--- src/rtl/store_align_unit.sv ---
// store_align_unit: turns one store request into bus-word-aligned beats.
// Each beat carries a byte-enable mask and lane-shifted write data.
// Optional feature macro: STORE_MISALIGN_SPLIT_EN.
//   defined   : a store that crosses a bus word is issued as two beats
//               (BEAT0, then BEAT1).
//   undefined : any store not aligned to its size faults, and the BEAT1
//               datapath is not built.
//
// state | meaning
// IDLE  | waiting for a request; req_ready high
// BEAT0 | first (or only) beat presented on the bus
// BEAT1 | upper beat of a word-crossing store
module store_align_unit #(
    parameter int XLEN = 32,
    localparam int BUS_BYTES = XLEN / 8,
    localparam int OFF_W = $clog2(BUS_BYTES)
) (
    input  logic                 clk,
    input  logic                 rst,
    input  logic                 req_valid,
    output logic                 req_ready,
    input  logic [XLEN-1:0]      req_addr,
    input  logic [2:0]           req_funct3,
    input  logic [XLEN-1:0]      req_data,
    output logic                 mem_valid,
    input  logic                 mem_ready,
    output logic [XLEN-1:0]      mem_addr,
    output logic [XLEN-1:0]      mem_wdata,
    output logic [BUS_BYTES-1:0] mem_mask,
    output logic                 done,
    output logic                 fault
);

    typedef enum logic [1:0] {IDLE, BEAT0, BEAT1} state_t;

    localparam logic [XLEN-1:0] BEAT_STRIDE = XLEN'(BUS_BYTES);

    state_t state, state_n;

    logic [OFF_W-1:0]       off;
    logic [BUS_BYTES-1:0]   byte_mask;
    logic [XLEN-1:0]        size_bits;
    logic [OFF_W-1:0]       align_bits;
    logic [2*BUS_BYTES-1:0] wide_mask;
    logic [2*XLEN-1:0]      wide_data;
    logic [XLEN-1:0]        base;
    logic                   illegal;
    logic                   reject;
    logic                   load_lo;
    logic                   done_n;
    logic                   fault_n;

`ifdef STORE_MISALIGN_SPLIT_EN
    logic                   go_hi;
    logic                   has_hi;
    logic [BUS_BYTES-1:0]   hi_mask;
    logic [XLEN-1:0]        hi_data;
`endif

    assign off       = req_addr[OFF_W-1:0];
    assign base      = {req_addr[XLEN-1:OFF_W], {OFF_W{1'b0}}};
    assign illegal   = req_funct3[2] | ((req_funct3[1:0] == 2'b11) && (XLEN == 32));
    assign mem_valid = (state != IDLE);
    assign req_ready = (state == IDLE) && !rst;

    // Size decode: byte mask, data bits kept, and address bits that must be zero when aligned.
    always_comb begin
        byte_mask  = '0;
        size_bits  = '0;
        align_bits = '0;
        case (req_funct3[1:0])
            2'b00: begin
                byte_mask  = BUS_BYTES'(1'b1);
                size_bits  = XLEN'(8'hFF);
            end
            2'b01: begin
                byte_mask  = BUS_BYTES'(2'b11);
                size_bits  = XLEN'(16'hFFFF);
                align_bits = OFF_W'(1);
            end
            2'b10: begin
                byte_mask  = BUS_BYTES'(4'hF);
                size_bits  = XLEN'(32'hFFFF_FFFF);
                align_bits = OFF_W'(3);
            end
            default: begin
                byte_mask  = '1;
                size_bits  = '1;
                align_bits = OFF_W'(7);
            end
        endcase
    end

    // Data is trimmed to the store size so unused lanes always carry zero.
    assign wide_mask = {{BUS_BYTES{1'b0}}, byte_mask} << off;
    assign wide_data = {{XLEN{1'b0}}, (req_data & size_bits)} << {off, 3'b000};

`ifdef STORE_MISALIGN_SPLIT_EN
    logic unused_align;
    assign unused_align = ^align_bits;
    assign reject = illegal;
`else
    logic unused_hi;
    assign unused_hi = ^{wide_mask[2*BUS_BYTES-1:BUS_BYTES], wide_data[2*XLEN-1:XLEN]};
    assign reject = illegal | (|(off & align_bits));
`endif

    // State register.
    always_ff @(posedge clk or posedge rst) begin
        if (rst) state <= IDLE;
        else     state <= state_n;
    end

    // Next-state and control strobes.
    always_comb begin
        state_n = state;
        load_lo = 1'b0;
        done_n  = 1'b0;
        fault_n = 1'b0;
`ifdef STORE_MISALIGN_SPLIT_EN
        go_hi   = 1'b0;
`endif
        case (state)
            IDLE: begin
                if (req_valid) begin
                    if (reject) begin
                        fault_n = 1'b1;
                    end else begin
                        load_lo = 1'b1;
                        state_n = BEAT0;
                    end
                end
            end
            BEAT0: begin
                if (mem_ready) begin
`ifdef STORE_MISALIGN_SPLIT_EN
                    if (has_hi) begin
                        go_hi   = 1'b1;
                        state_n = BEAT1;
                    end else begin
                        done_n  = 1'b1;
                        state_n = IDLE;
                    end
`else
                    done_n  = 1'b1;
                    state_n = IDLE;
`endif
                end
            end
`ifdef STORE_MISALIGN_SPLIT_EN
            BEAT1: begin
                if (mem_ready) begin
                    done_n  = 1'b1;
                    state_n = IDLE;
                end
            end
`endif
            default: state_n = IDLE;
        endcase
    end

    // Beat datapath and status pulses; beat fields change only on load or beat advance.
    always_ff @(posedge clk or posedge rst) begin
        if (rst) begin
            mem_addr  <= '0;
            mem_wdata <= '0;
            mem_mask  <= '0;
            done      <= 1'b0;
            fault     <= 1'b0;
`ifdef STORE_MISALIGN_SPLIT_EN
            has_hi    <= 1'b0;
            hi_mask   <= '0;
            hi_data   <= '0;
`endif
        end else begin
            done  <= done_n;
            fault <= fault_n;
            if (load_lo) begin
                mem_addr  <= base;
                mem_mask  <= wide_mask[BUS_BYTES-1:0];
                mem_wdata <= wide_data[XLEN-1:0];
`ifdef STORE_MISALIGN_SPLIT_EN
                has_hi    <= |wide_mask[2*BUS_BYTES-1:BUS_BYTES];
                hi_mask   <= wide_mask[2*BUS_BYTES-1:BUS_BYTES];
                hi_data   <= wide_data[2*XLEN-1:XLEN];
`endif
            end
`ifdef STORE_MISALIGN_SPLIT_EN
            else if (go_hi) begin
                mem_addr  <= mem_addr + BEAT_STRIDE;
                mem_mask  <= hi_mask;
                mem_wdata <= hi_data;
            end
`endif
        end
    end

`ifndef STORE_MISALIGN_SPLIT_EN
    logic unused_stride;
    assign unused_stride = ^BEAT_STRIDE;
`endif

endmodule

--- config.mk ---
export PLATFORM = sky130hd
export DESIGN_NAME = store_align_unit
export DESIGN_NICKNAME = d
export VERILOG_FILES = /design/src/rtl/store_align_unit.sv
export SDC_FILE = /design/constraint.sdc
export NUM_CORES = 1
export LEC_CHECK = 0
export BUFFER_PORTS_ARGS = -buffer_cell sky130_fd_sc_hd__buf_4
export CAP_MARGIN = 20
export CORE_MARGIN = 2
export CORE_UTILIZATION = 40
export DETAILED_ROUTE_END_ITERATION = 8
export PLACE_DENSITY = 0.72
export SLEW_MARGIN = 20
export SYNTH_ARGS = -nofsm -noshare
export SYNTH_HDL_FRONTEND = slang
export SYNTH_SLANG_ARGS = --single-unit
--- constraint.sdc ---
create_clock -name clk -period 2.1 [get_ports clk]
set_clock_uncertainty 0.1 [all_clocks]
set_input_delay 0.21 -clock clk [delete_from_list [all_inputs] [get_ports clk]]
set_output_delay 0.21 -clock clk [all_outputs]
set_load 0.1 [all_outputs]
Yosys cells after proc, flatten, opt, wreduce, memory -nomap -nowiden
Index checks and enable logic that the tools add are counted.

storage, ports and cells
  output and inout port bits = 72
  bits of input ports = 71
  register bits = 70
  word-level logic and storage cells = 40

operators by class
  shift-type cells = 2
  multiplexer cells = 15
  bitwise gates (word level) = 4
  equal/unequal tests = 6
  reductions and logical operators = 7

operators by type and width
  kind                                                  number
  one-hot mux 32 bit (2 select lines)                   1
  bitwise AND 32 bit                                    1
  left shift 32 x 5 -> 32 bit                           1
  two-way mux 1 bit                                     8
  one-hot mux 2 bit (2 select lines)                    2
  one-hot mux 4 bit (2 select lines)                    1
  two-way mux 2 bit                                     3
  inequality test 2 bit (second input constant)         3
  equality test 2 x 1 -> 1 bit (second input constant)  2
  logical NOT 2 bit                                     2
  left shift 4 x 2 -> 4 bit                             1
  AND reduction 3 bit                                   1
  bitwise AND 2 bit                                     1
  equality test 2 bit (second input constant)           1
  OR 1 bit                                              2
  nonzero test 2 bit                                    1
  OR reduction 2 bit                                    1
  logical AND 1 bit                                     1
  logical NOT 1 bit                                     1

Logic depth before layout (Yosys ltp)
Gate-level depths: netlist of the first run.

  word-level depth = 8
  depth in mapped cells = 7

Least setup slack after synthesis of the first run
No wires, ideal clock.

  kind = register to output
  from = reg state[0]
  to = out req_ready
  cell stages (with the launch flop) = 2
  slack = -380 ps
  path buffers = 0
  arrival = 2170 ps
  path through = dfrtp_1 nor2_1

on the way
  word-level cells in the longest chain between the ends = 2

ends and longest elaborated chain
  what                      line  text
  start: declaration        38    state_t state, state_n;
  start signal: assignment  111   else state <= state_n;
  logical NOT 2 bit         64    assign req_ready = (state == IDLE) && !rst;
  logical AND 1 bit         64
  end: declaration          21    output logic req_ready,

No other way between the ends.

Worst setup path after layout of the first run
  from = reg state[0]
  to = reg mem_addr[7]

on the way
  word-level cells in the longest chain between the ends = 2

ends and longest elaborated chain
  what                    line  text
  logical NOT 2 bit       123   case (state)
  two-way mux 1 bit       123
  end signal: assignment  179   mem_addr <= base;
  end: declaration        27    output logic [XLEN-1:0] mem_addr,

No other way between the ends.
A chain may end at the register's enable or synchronous reset.

==> results.sh, run 1 <==
export IMPL_status="finished, final reports clean"
export IMPL_tns_ps=0
export IMPL_multiInputGateArea_mm2=0.00143
export IMPL_grt_overflow_total=0
export IMPL_maxCapViolations=0
export IMPL_tritoncts="yes"
export IMPL_rsz0062_at_grt="false"
export IMPL_design_core_area_mm2=0.00818
export IMPL_power_per_cell_area_mw_per_mm2=1320
export IMPL_cts_setup_buffers=0
export IMPL_vias=2801
export IMPL_synthTopCellsByCount="69 x dfrtp_1, 46 x mux2_2, 23 x a21oi_1"
export IMPL_grt_usage_pct=19.3
export IMPL_root_buffer="clkbuf_8"
export IMPL_cts_resized=0
export IMPL_r2r_end="mem_addr[7]"
export IMPL_cp_start_kind="flip-flop"
export IMPL_drt_pass1_iter_count=4
export IMPL_cts_hold_buf=30
export IMPL_min_to="mem_addr[8]"
export IMPL_cts_buffers=9
export IMPL_syn_to_final_growth_pct=48.0
export IMPL_critical_path_class="reg -> reg"
export IMPL_finalHoldViolations=0
export IMPL_yosys_area_top_type="dfrtp_1"
export IMPL_setup_violations=0
export IMPL_nNetsFinal=520
export IMPL_synthDominantCellAreaShare_pct=51.4
export IMPL_initial_utilization_pct=41.1
export IMPL_nFillCells=675
export IMPL_drt_iter0_drc=157
export IMPL_irDropWorstVdd_mv=0.781
export IMPL_synth_cell_types=33
export IMPL_synth_fa_ha_area_share_pct=0
export IMPL_syn_inst=282
export IMPL_cp_arrival_ps=1790
export IMPL_yosysMostFrequentCell="dfrtp_1"
export IMPL_place_gp_congestion=0.829
export IMPL_hp_class="in -> reg"
export IMPL_avgRoutedWirePerCell_um=15.5
export IMPL_critPathMaxStageDelay_ps=420
export IMPL_cts_sinks=69
export IMPL_slew_violations=0
export IMPL_clkTransAtPathRegs_ps=70
export IMPL_path_delay_family="flip-flops"
export IMPL_synth_top_family_by_area="multiplexers"
export IMPL_netlist_area_mm2=0.00336
export IMPL_die_w_um=95.6
export IMPL_leakage_nw=2.43
export IMPL_fin_crit_ps=1660
export IMPL_required_ps=2230
export IMPL_h_tree_depth=3
export IMPL_hpwlAfterDp_mm=6.23
export IMPL_crit_chain="nand2b_1 > nor2_4 > nand2_2 > buf_12 > mux2_2"
export IMPL_ys_flop_type="dfrtp_1"
export IMPL_grt_max_degree=60
export IMPL_ys_warnings_count=0
export IMPL_synth_compound_area_share_pct=13.4
export IMPL_vias_per_cell=5.01
export IMPL_fmax_mhz=602
export IMPL_cts_buffer_depth=2
export IMPL_drtAntennaViolNets=0
export IMPL_ys_ff_latch=69
export IMPL_r2r_start="state[0]"
export IMPL_post_route_drc_count=0
export IMPL_worst_path_buf_inv=1
export IMPL_synthSimpleGateAreaFrac_pct=8.23
export IMPL_r2r_slack_ps=440
export IMPL_port_buffers=140
export IMPL_postLayoutCoreUtil_pct=60.8
export IMPL_floorplan_rows=33
export IMPL_end_kind="flip-flop"
export IMPL_worst_r2r_cell_count=5
export IMPL_grt_pass1_wl_mm=13.2
export IMPL_critical_path_slowest_cell="dfrtp_1"
export IMPL_clk_latency_ps=340
export IMPL_hold_ws_ps=7.50
export IMPL_seq_area_mm2=0.00173
export IMPL_io_pins=143
export IMPL_die_area_mm2=0.00915
export IMPL_postSynth_asyncResetShare_pct=100
export IMPL_finalCritPeriodShare_pct=79.1
export IMPL_crit_fanout=59
export IMPL_synthMuxAreaShare_pct=20.5
export IMPL_synth_xor_area_share_pct=0
export IMPL_synthTopCellsByArea="dfrtp_1 51%, mux2_2 15%, mux2i_1 5.1%"
export IMPL_drive_above_1_share_pct=50.4
export IMPL_synth_avg_cell_area_um2=11.9
export IMPL_routed_wirelength_mm=8.67
export IMPL_grt_antenna_before_repair=0
export IMPL_die_height_um=95.6
export IMPL_grt_pass1_vias=2680
export IMPL_synth_edf_count=0
export IMPL_synth_seq_area_share_pct=51.4
export IMPL_hold_path_startpoint="req_addr[8]"
export IMPL_crit_start="state[0]"
export IMPL_worst_hold_path_num_cells=2
export IMPL_diodes=0
-- sequential cells by signal (all words and copies together), names as in the netlist --
name,count
mem_wdata,32
fault,1
mem_mask,4
state,1
done,1
mem_addr,30
-- worst register-to-register path: cells and delay by family, from the launching register on --
family	cells	cell delay [ps]
mux	1	400
simple gates	3	340
buf+inv	1	290
flops	1	420
-- power breakdown --
group / switching, W / internal, W / leakage [nW]
registers: 0.000165 / 0.00164 / 0.852
logic: 0.00275 / 0.000803 / 1.47
clock network: 0.000501 / 0.000703 / 0.106
-- cell type report --
type                       count  area share [%]
inverter                       4           0.302
multi-input combinational    184            28.7
tap                          105            2.64
clock buffer                  11            2.84
sequential                    69            34.7
timing repair buffer         181            29.1
clock inverter                 5            1.69
-- worst max-delay path by stage --
stage / end / slack (ps) / cells after the start
2_1_floorplan: mem_addr[31] / -20 / 5
3_3_place_gp: mem_wdata[17] / 390 / 6
3_5_place_dp: mem_addr[29] / 360 / 6
4_1_cts: mem_addr[7] / 420 / 5
5_1_grt: mem_addr[2] / 350 / 5
6_report: mem_addr[7] / 440 / 5
-- metal layers --
metal / global-route usage (%) / wire length, µm / vias to the layer above
met5: 0 / 0 / -
met3: 4.58 / 569 / 10
met2: 31.4 / 4360 / 99
met4: 7.50 / 108 / 0
li1: - / - / 1345
met1: 24.8 / 3630 / 1347
-- through the flow --
stage | instances | total power [W] | cell area, µm² | setup slack (ps)
global route | 559 | 0.00681 | 4970 | 354
detailed placement | 512 | 0.00535 | 4440 | 362
finish | 559 | 0.00656 | 4970 | 439
CTS | 558 | 0.00661 | 4960 | 420
global placement | 512 | 0.00532 | 4440 | 386
floorplan | 283 | 0.00458 | 3370 | -18.8
-- layout by cell type, fill, tap and decap left out, types with 10 or more instances in the layout --
| cell type | n |
|---|---|
| a21bo_2 | 11 |
| mux2_2 | 46 |
| a21oi_1 | 23 |
| o21ai_0 | 14 |
| dfrtp_1 | 69 |
| dlygate4sd3_1 | 31 |
| clkbuf_8 | 10 |
| nor2_1 | 16 |
| mux2i_1 | 17 |
| buf_4 | 149 |
-- logic make-up (layout without fill, tap and decap cells) --
family                 Yosys count  after routing
DFF                             69             69
AOI/OAI and AO/OA               67             67
buffers and inverters           30            201
muxes                           63             63
other                            1              2
and+or+nand+nor                 52             52
Power figures use the tool's default switching activity.
==> inputs of run 2 (changes only) <==
- PLACE_DENSITY: 0.72 -> 0.69
- clock period: 2.1 -> 1.7 ns (I/O delays scaled with it)
==> results.sh, run 2 (synthesis gave the netlist of run 1 again) <==
export IMPL_h_tree_depth=3
export IMPL_drt_iter0_drc=144
export IMPL_drive_above_1_share_pct=51.3
export IMPL_design_core_area_mm2=0.00818
export IMPL_power_switching_w=0.00427
export IMPL_critical_path_class="reg -> reg"
export IMPL_root_buffer="clkbuf_8"
export IMPL_mostFrequentLayoutCells="149 x buf_4, 68 x dfrtp_1, 46 x mux2_2"
export IMPL_diodes=0
export IMPL_grt_usage_pct=20.0
export IMPL_cp_arrival_ps=1740
export IMPL_fin_crit_ps=1620
export IMPL_r2r_end="mem_addr[6]"
export IMPL_cts_resized=0
export IMPL_grt_antenna_before_repair=0
export IMPL_initial_utilization_pct=41.1
export IMPL_cts_sinks=69
export IMPL_die_area_mm2=0.00915
export IMPL_tritoncts="yes"
export IMPL_irDropWorstVdd_mv=0.974
export IMPL_crit_path_end="mem_addr[6]"
export IMPL_syn_to_final_growth_pct=51.7
export IMPL_clkTransAtPathRegs_ps=80
export IMPL_swShare_pct=53.4
export IMPL_avgRoutedWirePerCell_um=16.0
export IMPL_die_w_um=95.6
export IMPL_grt_pass1_vias=2749
export IMPL_tns_ps=0
export IMPL_fmax_mhz=616
export IMPL_vias_per_cell=5.04
export IMPL_port_buffers=140
export IMPL_crit_fanout=19
export IMPL_final_common_cell="buf_4"
export IMPL_r2r_start="state[0]"
export IMPL_grt_overflow_total=0
export IMPL_routed_wirelength_mm=9.08
export IMPL_hpwlAfterDp_mm=6.60
export IMPL_final_cell_area_mm2=0.00509
export IMPL_rsz0062_at_grt="false"
export IMPL_p_seq_share_pct=27.8
export IMPL_worst_r2r_cell_count=5
export IMPL_clockPowerShare_pct=16.6
export IMPL_clk_latency_ps=340
export IMPL_grt_pass1_wl_mm=13.8
export IMPL_die_height_um=95.6
export IMPL_r2r_slack_ps=80
export IMPL_io_pins=143
export IMPL_hp_class="in -> reg"
export IMPL_finalCritPeriodShare_pct=95.4
export IMPL_drtAntennaViolNets=0
export IMPL_maxCapViolations=0
export IMPL_end_kind="flip-flop"
export IMPL_nNetsFinal=528
export IMPL_setup_violations=0
export IMPL_leakage_nw=2.49
export IMPL_grt_max_degree=39
export IMPL_drt_pass1_iter_count=4
export IMPL_p_int_w=0.00373
export IMPL_vias=2855
export IMPL_p_comb_share_pct=55.6
export IMPL_place_gp_congestion=0.871
export IMPL_status="finished, final reports clean"
export IMPL_cp_start_kind="flip-flop"
export IMPL_placed_area_mm2=0.00456
export IMPL_cts_buffers=9
export IMPL_required_ps=1820
export IMPL_finalHoldViolations=0
export IMPL_cts_buffer_depth=2
export IMPL_largestRegisters="mem_wdata: 32 flops, mem_addr: 30 flops, mem_mask: 4 flops"
export IMPL_largest_reg_flops=32
export IMPL_post_route_drc_count=0
export IMPL_slew_violations=0
export IMPL_crit_start="state[0]"
export IMPL_power_per_cell_area_mw_per_mm2=1570
export IMPL_floorplan_rows=33
export IMPL_largest_register="mem_wdata"
run 2: power by group through the flow:
stage | registers (W) | clock network [W] | logic (W)
2_1_floorplan | 0.00504 | 0 | 0.000626
3_3_place_gp | 0.00225 | 0 | 0.00437
3_5_place_dp | 0.00226 | 0 | 0.00440
4_1_cts | 0.00222 | 0.00137 | 0.00447
5_1_grt | 0.00227 | 0.00144 | 0.00459
6_report | 0.00222 | 0.00133 | 0.00445
run 2: routing by layer:
layer | up-vias | share of wire [%] | GRT usage (%)
li1 | 1360 | - | -
met1 | 1378 | 43 | 25.9
met2 | 103 | 51 | 33.3
met3 | 14 | 5.0 | 3.95
met4 | 0 | 1.6 | 7.26
met5 | - | 0 | 0
run 2: final cells by class:
class | count | area, µm²
Clock buffer | 9 | 124
Timing Repair Buffer | 189 | 1580
Multi-Input combinational cell | 184 | 1440
Inverter | 4 | 18.8
Fill cell | 660 | 3080
Clock inverter | 7 | 73.8
Sequential cell | 69 | 1730
Tap cell | 105 | 131
run 2: what timing repair did:
| item | 4_1_cts | 5_1_grt |
|---|---|---|
| setup endpoints to repair | 0 | 0 |
| setup buffers | 0 | 0 |
| hold buffers | 34 | 0 |
| hold endpoints to repair | 50 | 0 |
run 2: how the worst min path moves through the flow:
| stage | startpoint | to | cells after the start |
|---|---|---|---|
| global route | req_data[5] | mem_wdata[5] | 3 |
| floorplan | mem_ready | state[0] | 1 |
| detailed placement | rst | done | 2 |
| finish | req_data[9] | mem_wdata[17] | 3 |
| global placement | rst | done | 2 |
| CTS | req_data[9] | mem_wdata[17] | 3 |
run 2: critical path, cell delays in order (launching register included):
cell and delay [ps]:
dfrtp_4 480, nand2b_4 160, nor2_4 150, nand2_4 140, buf_12 190, mux2_2 270
run 2: through the flow:
stage	utilization [%]	worst slack [ps]	hold WS (ps)	total power, W	cells
4_1_cts	62.3	61.0	96.0	0.00806	567
3_5_place_dp	55.7	92.2	127	0.00666	517
6_report	62.3	77.9	113	0.00800	567
5_1_grt	62.3	9.12	111	0.00830	567
3_3_place_gp	55.7	94.2	118	0.00662	517
2_1_floorplan	-	-117	163	0.00566	283
==> inputs of run 3 (changes only) <==
- CELL_PAD_IN_SITES_DETAIL_PLACEMENT: unset -> 2
- CELL_PAD_IN_SITES_GLOBAL_PLACEMENT: unset -> 2
- CORE_UTILIZATION: 40 -> 29
- GPL_TIMING_DRIVEN: unset -> 0
- PLACE_DENSITY: 0.69 -> unset
- PLACE_DENSITY_LB_ADDON: unset -> 0.1
==> results.sh, run 3 (synthesis gave the netlist of run 1 again) <==
export IMPL_die_area_mm2=0.0125
export IMPL_worst_hold_path_num_cells=3
export IMPL_largestRegisters="mem_wdata: 32 flops, mem_addr: 30 flops, mem_mask: 4 flops"
export IMPL_leakage_nw=2.57
export IMPL_grt_max_degree=31
export IMPL_drtAntennaViolNets=0
export IMPL_grt_util_met1_pct=25.0
export IMPL_vias_per_cell=4.82
export IMPL_largest_reg_flops=32
export IMPL_path_delay_family="flip-flops"
export IMPL_rsz0062_at_grt="true"
export IMPL_crit_chain="nand2b_4 > nor2_4 > nand2_4 > buf_12 > buf_12 > a21bo_2"
export IMPL_root_buffer="clkbuf_16"
export IMPL_clkTransAtPathRegs_ps=50
export IMPL_final_cell_count_no_fill=615
export IMPL_drive_above_1_share_pct=51.7
export IMPL_diodes=0
export IMPL_routed_wirelength_mm=11.9
export IMPL_grtUsageMet3_pct=3.59
export IMPL_placed_area_mm2=0.00463
export IMPL_r2r_start="state[0]"
export IMPL_cp_start_kind="flip-flop"
export IMPL_vias=2965
export IMPL_fin_crit_ps=1700
export IMPL_maxCapViolations=0
export IMPL_power_per_cell_area_mw_per_mm2=1630
export IMPL_cp_arrival_ps=1810
export IMPL_mostFrequentLayoutCells="149 x buf_4, 68 x dfrtp_1, 46 x mux2_2"
export IMPL_drt_iter0_drc=85
export IMPL_worst_r2r_cell_count=6
export IMPL_syn_to_final_growth_pct=57.5
export IMPL_setup_slack_ps=-1.84
export IMPL_place_gp_congestion=0.733
export IMPL_grt_use_met2_pct=34.8
export IMPL_tritoncts="yes"
export IMPL_r2r_end="mem_wdata[0]"
export IMPL_fmax_mhz=588
export IMPL_end_kind="flip-flop"
export IMPL_grt_pass1_vias=3350
export IMPL_hpwlAfterDp_mm=8.52
export IMPL_worst_path_buf_inv=2
export IMPL_critical_path_slowest_cell="dfrtp_4"
export IMPL_critPathMaxStageDelay_ps=500
export IMPL_die_w_um=112
export IMPL_h_tree_depth=3
export IMPL_floorplan_rows=39
export IMPL_clk_latency_ps=320
export IMPL_cts_sinks=69
export IMPL_required_ps=1810
export IMPL_post_route_drc_count=0
export IMPL_largest_register="mem_wdata"
export IMPL_hold_path_startpoint="req_valid"
export IMPL_grt_overflow_total=0
export IMPL_min_to="fault"
export IMPL_dpl_cell_count=565
export IMPL_drt_pass1_iter_count=4
export IMPL_grt_antenna_before_repair=0
export IMPL_tns_ps=-1.84
export IMPL_cts_buffers=9
export IMPL_initial_utilization_pct=29.5
export IMPL_cts_buffer_depth=2
export IMPL_crit_fanout=10
export IMPL_finalHoldViolations=0
export IMPL_design_core_area_mm2=0.0114
export IMPL_grt_pass1_wl_mm=19.0
export IMPL_crit_top_cell="buf_12"
export IMPL_status="complete, but fails checks"
export IMPL_io_pins=143
export IMPL_final_cell_area_mm2=0.00529
export IMPL_hold_ws_ps=20.3
export IMPL_avgRoutedWirePerCell_um=19.3
export IMPL_die_height_um=112
export IMPL_slew_violations=0
export IMPL_top_usage_layer="met2"
export IMPL_critical_path_class="reg -> reg"
export IMPL_hp_class="in -> reg"
export IMPL_final_common_cell="buf_4"
export IMPL_violations="negative setup slack"
export IMPL_r2r_slack_ps=-2
export IMPL_irDropWorstVdd_mv=0.833
export IMPL_grt_usage_pct=19.6
export IMPL_setup_violations=1
export IMPL_finalCritPeriodShare_pct=100
export IMPL_nNetsFinal=539
export IMPL_port_buffers=137
[run 3: report_power, final]
group | internal (W) | switching (W)
sequential | 0.00203 | 0.000219
combinational | 0.00104 | 0.00348
clock | 0.00117 | 0.000706
total | 0.00423 | 0.00440
[run 3: cell type report]
| class | instances | area (µm²) |
|---|---|---|
| Clock buffer | 11 | 243 |
| Sequential cell | 69 | 1730 |
| Tap cell | 143 | 179 |
| Clock inverter | 4 | 48.8 |
| Inverter | 4 | 18.8 |
| Timing Repair Buffer | 174 | 1410 |
| Multi-Input combinational cell | 184 | 1440 |
| Fill cell | 1170 | 6080 |
| Buffer | 26 | 221 |
[run 3: how the worst max path moves through the flow]
stage / startpoint / to / slack [ps] / cells after the start
after global placement: state[0] / mem_wdata[2] / -180 / 5
final: state[0] / mem_wdata[0] / -2 / 6
after floorplan: state[0] / mem_wdata[0] / -120 / 6
after CTS: state[0] / mem_wdata[13] / -40 / 6
after detailed placement: state[0] / mem_wdata[1] / -220 / 5
after global routing: state[0] / mem_wdata[0] / -60 / 6
[run 3: timing repair]
| action | 4_1_cts | 5_1_grt |
|---|---|---|
| endpoints found under the setup margin | 63 | 19 |
| buffers inserted | 1 | 1 |
| hold buffers | 33 | 0 |
| hold endpoints to repair | 47 | 0 |
| resized for setup | 6 | 2 |
| pin swaps | 5 | 1 |
[run 3: worst min-delay path, cell delays in order]
cell	delay [ps]
buf_4	120
nand2b_4	70
a21oi_1	40
[run 3: metrics by stage]
stage / total power, W / util [%] / setup WS (ps)
after detailed placement: 0.00672 / 40.8 / -215
after global placement: 0.00663 / 40.4 / -182
after global routing: 0.00895 / 46.6 / -60.2
after floorplan: 0.00566 / - / -117
final: 0.00863 / 46.6 / -1.84
after CTS: 0.00869 / 46.5 / -39.1
[run 3: layer usage]
metal  wire length [µm]  part of all wire [%]  vias up
met5                  0                     0        -
met4                156                   1.3        0
met3                448                   3.8       11
met2               6160                    52      100
met1               5130                    43     1477
li1                   -                     -     1377
